===== config.mk =====
export PLATFORM = sky130hd
export DESIGN_NAME = state_list_ctrl
export DESIGN_NICKNAME = d
export VERILOG_FILES = /design/src/rtl/state_list_ctrl.sv
export SDC_FILE = /design/constraint.sdc
export NUM_CORES = 1
export LEC_CHECK = 0
export BUFFER_PORTS_ARGS = -buffer_cell sky130_fd_sc_hd__buf_2
export CAP_MARGIN = 20
export CORE_ASPECT_RATIO = 0.8
export CORE_MARGIN = 4
export CORE_UTILIZATION = 54
export CTS_BUF_LIST = sky130_fd_sc_hd__clkbuf_4
export CTS_CLUSTER_DIAMETER = 200
export CTS_CLUSTER_SIZE = 30
export DETAILED_ROUTE_END_ITERATION = 16
export PLACE_DENSITY_LB_ADDON = 0.1
export SLEW_MARGIN = 30
export SYNTH_ARGS = -nofsm -noshare
export SYNTH_HDL_FRONTEND = slang
export SYNTH_SLANG_ARGS = --single-unit
export TNS_END_PERCENT = 50

===== constraint.sdc =====
create_clock -name clk -period 4.1 [get_ports clk]
set_input_delay 0.205 -clock clk [delete_from_list [all_inputs] [get_ports clk]]
set_output_delay 0.205 -clock clk [all_outputs]
set_load 0.05 [all_outputs]

===== src/rtl/state_list_ctrl.sv =====
// state_list_ctrl: level bookkeeping, implication/analysis sequencing and
// backtrack level selection for one variable bin.
// Ports:
//   clk, rst         - clock, async active-low reset
//   apply_imply_i    - implication phase active
//   find_imply_i     - per-variable implied flags
//   find_conflict_i  - per-variable conflict flags
//   apply_analyze_i  - conflict analysis start pulse
//   apply_bkt_cur_bin_i - backtrack request for this bin
//   base_lvl_en/base_lvl_i - base level load
//   findindex_i      - level-search hit vector
//   max_lvl_i        - max level among bin variables
//   cur_local_lvl_i  - local decision level
//   cur_lvl_o        - base + local level
//   local_bkt_lvl_o  - index of highest findindex_i bit
//   bkt_lvl_o        - registered backtrack level
//   find_conflict_o  - any conflict flag set
//   done_imply_o, add_learntc_en_o, done_analyze_o,
//   done_bkt_cur_bin_o - registered status pulses
module state_list_ctrl #(
  parameter int NUM_VARS  = 8,
  parameter int WIDTH_LVL = 16
) (
  input  logic                 clk,
  input  logic                 rst,
  input  logic                 apply_imply_i,
  input  logic [NUM_VARS-1:0]  find_imply_i,
  input  logic [NUM_VARS-1:0]  find_conflict_i,
  input  logic                 apply_analyze_i,
  input  logic                 apply_bkt_cur_bin_i,
  input  logic                 base_lvl_en,
  input  logic [WIDTH_LVL-1:0] base_lvl_i,
  input  logic [7:0]           findindex_i,
  input  logic [WIDTH_LVL-1:0] max_lvl_i,
  input  logic [WIDTH_LVL-1:0] cur_local_lvl_i,
  output logic [WIDTH_LVL-1:0] cur_lvl_o,
  output logic [WIDTH_LVL-1:0] local_bkt_lvl_o,
  output logic [WIDTH_LVL-1:0] bkt_lvl_o,
  output logic                 find_conflict_o,
  output logic                 done_imply_o,
  output logic                 add_learntc_en_o,
  output logic                 done_analyze_o,
  output logic                 done_bkt_cur_bin_o
);

  typedef enum logic [1:0] {
    IDLE         = 2'd0,
    FIND_LEARNTC = 2'd1,
    ADD_LEARNTC  = 2'd2,
    ANALYZE_DONE = 2'd3
  } state_t;

  state_t                r_state;
  logic [WIDTH_LVL-1:0]  r_base_lvl;
  logic [WIDTH_LVL-1:0]  r_bkt_lvl;
  logic [NUM_VARS-1:0]   r_imply_pre;
  logic [NUM_VARS-1:0]   r_conflict_pre;
  logic                  r_done_imply;
  logic                  r_add_learntc;
  logic                  r_done_analyze;
  logic                  r_done_bkt;
  logic [2:0]            w_enc;
  logic [WIDTH_LVL-1:0]  w_local_bkt;

  assign cur_lvl_o       = r_base_lvl + cur_local_lvl_i;
  assign find_conflict_o = |find_conflict_i;

  // Priority encoder: later iterations win, so the highest set bit sticks.
  always_comb begin
    w_enc = 3'd0;
    for (int i = 0; i < 8; i++) begin
      if (findindex_i[i]) w_enc = 3'(i);
    end
  end

  assign w_local_bkt     = {{(WIDTH_LVL-3){1'b0}}, w_enc};
  assign local_bkt_lvl_o = w_local_bkt;

  always_ff @(posedge clk or negedge rst) begin
    if (!rst) begin
      r_base_lvl     <= '0;
      r_bkt_lvl      <= '0;
      r_imply_pre    <= '0;
      r_conflict_pre <= '0;
      r_done_imply   <= 1'b0;
      r_done_bkt     <= 1'b0;
    end else begin
      if (base_lvl_en) r_base_lvl <= base_lvl_i;
      r_imply_pre    <= find_imply_i;
      r_conflict_pre <= find_conflict_i;
      r_done_imply   <= apply_imply_i &&
                        (find_imply_i == r_imply_pre);
      // Empty hit vector means the target lies in another bin.
      if (findindex_i == 8'd0) r_bkt_lvl <= max_lvl_i;
      else                     r_bkt_lvl <= r_base_lvl + w_local_bkt;
      r_done_bkt     <= apply_bkt_cur_bin_i;
    end
  end

  always_ff @(posedge clk or negedge rst) begin
    if (!rst) begin
      r_state        <= IDLE;
      r_add_learntc  <= 1'b0;
      r_done_analyze <= 1'b0;
    end else begin
      r_add_learntc  <= (r_state == ADD_LEARNTC);
      r_done_analyze <= (r_state == ANALYZE_DONE);
      case (r_state)
        IDLE:
          if (apply_analyze_i) r_state <= FIND_LEARNTC;
        FIND_LEARNTC:
          if (find_conflict_i != r_conflict_pre)
            r_state <= ADD_LEARNTC;
        ADD_LEARNTC:  r_state <= ANALYZE_DONE;
        ANALYZE_DONE: r_state <= IDLE;
        default:      r_state <= IDLE;
      endcase
    end
  end

  assign bkt_lvl_o          = r_bkt_lvl;
  assign done_imply_o       = r_done_imply;
  assign add_learntc_en_o   = r_add_learntc;
  assign done_analyze_o     = r_done_analyze;
  assign done_bkt_cur_bin_o = r_done_bkt;

endmodule


Word-level counts from Yosys, hierarchy flattened --
Index checks and enable logic that the tools add are counted.
Word-level totals: bits of input ports 78, register bits 54, output and inout port bits 53, logic and storage cells 34
Cells by class: equal/unequal tests 7, add/sub/neg operators 2, reductions and logical operators 5, multiplexer cells 11
Operators by type and width (number):
- $add A16 B16 Y16 | 1
- $add A16 B3 Y16 | 1
- $mux W16 | 1
- $mux W3 | 4
- $eq A8 B8 Y1 | 1
- $logic_not A8 Y1 | 1
- $mux W2 | 4
- $ne A8 B8 Y1 | 1
- $pmux W2 S4 | 1
- $reduce_or A8 Y1 | 1
- $eq A2 B2 Y1 const B | 2
- $ne A2 B2 Y1 const B | 2
- $eq A2 B1 Y1 const B | 1
- $logic_not A2 Y1 | 1
- $reduce_and A2 Y1 | 1
- $logic_and A1 B1 Y1 | 1
- $mux W1 | 1

Logic depth before layout (Yosys ltp) --
depth in word-level cells 9, gate-level depth with buffers 12, gate-level depth less buffers 12

Worst setup path before layout --
OpenSTA, ideal clock, no wires.
kind in2reg, from input port findindex_i[2], to register r_bkt_lvl[14] (netlist: bkt_lvl_o[14]), path slack 1074 ps, data required time 3975 ps, path buffers 0, setup time 125 ps, stages on the path 8, arrival time 2901 ps, cells stage by stage nor2_1 -> o31ai_1 -> fa_1 -> a21o_1 -> nor3b_2 -> nand2_1 -> xnor2_1 -> mux2_2
On the way: cells in the longest elaborated chain, start to end 8
Ends and longest elaborated chain:
- start, declared | line 33 | input logic [7:0] findindex_i,
- $mux W2 (2 in a row) | line 72 | if (findindex_i[i]) w_enc = 3'(i);
- $mux W3 (4 in a row) | line 72
- named net local_bkt_lvl_o[1] | line 37 | output logic [WIDTH_LVL-1:0] local_bkt_lvl_o,
- $add A16 B3 Y16 | line 95 | else r_bkt_lvl <= r_base_lvl + w_local_bkt;
- $mux W16 | line 94 | if (findindex_i == 8'd0) r_bkt_lvl <= max_lvl_i;
- end signal, assigned | line 94
- end signal, assigned | line 95
- end, declared | line 55 | logic [WIDTH_LVL-1:0] r_bkt_lvl;
The timed path passes the listed nets, and every way through them passes these cells. A chain may end at the register's enable or synchronous reset.

Final worst setup path --
from register r_base_lvl[0], to output port cur_lvl_o[14]
On the way: cells in the longest elaborated chain, start to end 1
Ends and longest elaborated chain:
- start, declared | line 54 | logic [WIDTH_LVL-1:0] r_base_lvl;
- start signal, assigned | line 88 | if (base_lvl_en) r_base_lvl <= base_lvl_i;
- $add A16 B16 Y16 | line 65 | assign cur_lvl_o = r_base_lvl + cur_local_lvl_i;
- end, declared | line 36 | output logic [WIDTH_LVL-1:0] cur_lvl_o,
No other way between the ends.

==> results.ini <==
[floorplan]
die_w_microns = 94.3
rows = 24
initial_core_util_pct = 57.2
ios = 131
die-area_sq_um = 7260
fp.dieH_microns = 77.0
fp.coreArea_sq_um = 5620

[clock_tree]
cts_setup_buffers = 0
clock_path_buffers = 2
postCtsResizedCells = 0
clock_sinks = 54
h-tree-depth = 2
clk_pin_slew_ns = 0.15
cts_root_buf = clkbuf_4
clock_latency_ns = 0.37
cts_buffers = 5
cts_tree = built

[grt]
grtUsageTotal_pct = 21.1
grt_start_max_net_pins = 55
first_global_vias = 2648
antenna_found_initial = 0
grt_pass1_wl_mm = 12.3
grt_overflow = 0

[placement]
gp_congestion = 0.806
portBuffers = 117
place_hpwl_mm = 5.74
post_dp_cell_area_sq_um = 3820

[synth]
synth_cell_type_count = 46
postSynthCellCount = 313
async_flop_share_pct = 100
synth_top_area_share_pct = 42.0
synth-main-ff-cell = dfrtp_1
ys_ff_latch = 54
syn_area_per_cell_sq_um = 10.3
synth.most_common_cell = dfrtp_1
netlist_area_sq_um = 3210
yosys_warnings = 0
ys_top_cells_by_area = dfrtp_1 42%, ha_1 8.6%, mux2_2 6.3%, xnor2_1 6.0%, xor2_1 5.2%
ys_top_cells_by_count = 54 x dfrtp_1, 31 x a21oi_1, 29 x nor2_1
yosysTopAreaCell = dfrtp_1
synth_seq_area_share_pct = 42.0
synth-edff-count = 0

[critical_path]
critPathRequiredTime_ns = 3.89
critPathCaptureType = primary output
cp_max_fo = 4
cp.arrival_ns = 2.71
worstSetupPathType = register to primary output
critPathLaunchType = register

[sta]
setup_viol = 0
tightest_slew_ns = 0.677
fin_crit_sh_pct = 71.1
fmax_mhz = 343
slew_viol_final = 0
rsz0062_at_grt = false
finalSetupTns_ns = 0
period_needed_ns = 2.91
hold_ws_ns = 0.0560
hold_viol = 0
finalClockSkew_ns = 0.00680
relSlewSlack_pct = 54.9

[finish]
drive_gt1_share_pct = 33.8
nets = 549
antenna_cells = 0
final_area_sq_um = 4060
fin_util_pct = 72.2
syn_to_final_growth_pct = 26.2
n_fill_cell = 445

[routing]
drc = 0
routed_wl_mm = 7.48
routed-wl-met3_microns = 555
ant_nets = 0
drt_first_pass_iters = 4
via_per_inst = 5.12
wl_per_cell_microns = 14.3
highest_layer = met4
met2_length_mm = 3.64
routed-via-count = 2688
m1WireLength_mm = 3.23
drtIter0Drc = 123

[outcome]
outcome = complete, no violations

[pwr]
p_per_area_nw_per_um2 = 412
leakage_nw = 1.95
irDropWorstVdd_mv = 0.225
total_power_mw = 1.67

[hold_path]
hold_class = input pin to register

[flow_run]
maxCapViolations = 0

-- final timing paths --
path	start	to	slack (ns)	cells past startpoint
max in group asynchronous	rst	r_base_lvl[11]	3.18	3
worst max-delay path	r_base_lvl[0]	cur_lvl_o[14]	1.19	9
min in group asynchronous	rst	r_state[1]	0.47	3
worst max register to register	r_base_lvl[0]	bkt_lvl_o[14]	2.14	7
worst min register to register	r_base_lvl[0]	r_base_lvl[0]	0.57	1
worst min-delay path	base_lvl_i[7]	r_base_lvl[7]	0.06	3
-- cells by family (layout without fill, tap and decap cells) --
kind of cell | count (synthesis) | in the layout | synth area share (%)
compound gates | 64 | 64 | 12.8
xor+xnor | 41 | 41 | 11.2
fa+ha+maj | 24 | 24 | 9.81
buf+inv | 33 | 155 | 5.49
flops | 54 | 54 | 42.0
mux | 19 | 19 | 6.62
other cells | 1 | 13 | 0.117
simple gates | 77 | 77 | 11.9
-- critical path, cell delays in order, from the launching register on --
cell and delay [ns]:
dfrtp_1 0.40, ha_1 0.20, inv_1 0.06, fa_1 0.40, nor2b_1 0.18, o31a_1 0.27
o21ai_2 0.14, o41ai_2 0.25, xor2_1 0.17, buf_2 0.28
-- power breakdown --
part           internal, mW  switching (mW)
Sequential            0.600          0.0467
Clock                0.0637           0.163
Combinational         0.252           0.545
Total                 0.916           0.755
-- per-layer routing --
metal | up-vias | track usage (%)
li1 | 1341 | -
met1 | 1248 | 26.4
met2 | 90 | 37.4
met3 | 9 | 5.09
met4 | 0 | 3.61
met5 | - | 0
-- per-stage QoR --
| step | worst slack (ns) | cells |
|---|---|---|
| final | 1.19 | 525 |
| after global routing | 0.957 | 525 |
| after floorplan | 1.07 | 325 |
| after CTS | 1.17 | 525 |
| after detailed placement | 1.62 | 500 |
| after global placement | 1.68 | 500 |
-- cell usage in the layout (no fill, tap or decap), types with 3 or more instances in the layout --
cell | netlist | routed
buf_2 | 3 | 117
dfrtp_1 | 54 | 54
a21oi_1 | 31 | 31
nor2_1 | 29 | 29
xnor2_1 | 22 | 22
ha_1 | 22 | 22
xor2_1 | 19 | 19
mux2_2 | 18 | 18
dlygate4sd3_1 | 0 | 18
nand2_1 | 15 | 15
conb_1 | 1 | 13
inv_1 | 11 | 11
nand3_1 | 10 | 10
o21ai_0 | 9 | 9
clkbuf_4 | 0 | 5
nand4_1 | 4 | 4
nor4_1 | 4 | 4
a211oi_1 | 3 | 3
nand3b_1 | 3 | 3
o211ai_1 | 3 | 3
a21o_1 | 3 | 3
-- flip-flops by register name, indices dropped and copies added (netlist names) --
register	cells
bkt_lvl_o	16
r_base_lvl	16
r_conflict_pre	8
r_imply_pre	8
r_state	2
add_learntc_en_o	1
done_analyze_o	1
done_bkt_cur_bin_o	1
done_imply_o	1
-- cell type report --
class                   instances  area (sq um)  share of cell area, %
inverters                      11          41.3                   1.02
flip-flops and latches         54          1350                   33.3
multi-input cells             238          1730                   42.7
clock inverters                 2          15.0                  0.370
repair buffers                137           781                   19.3
clock buffers                   5          37.5                  0.926
well taps                      78          97.6                   2.41
-- repair_timing --
item,in CTS,in global routing
endpoints found under the setup margin,0,0
hold buffers,18,0
hold endpoints to repair,71,0
Power figures use the tool's default switching activity.
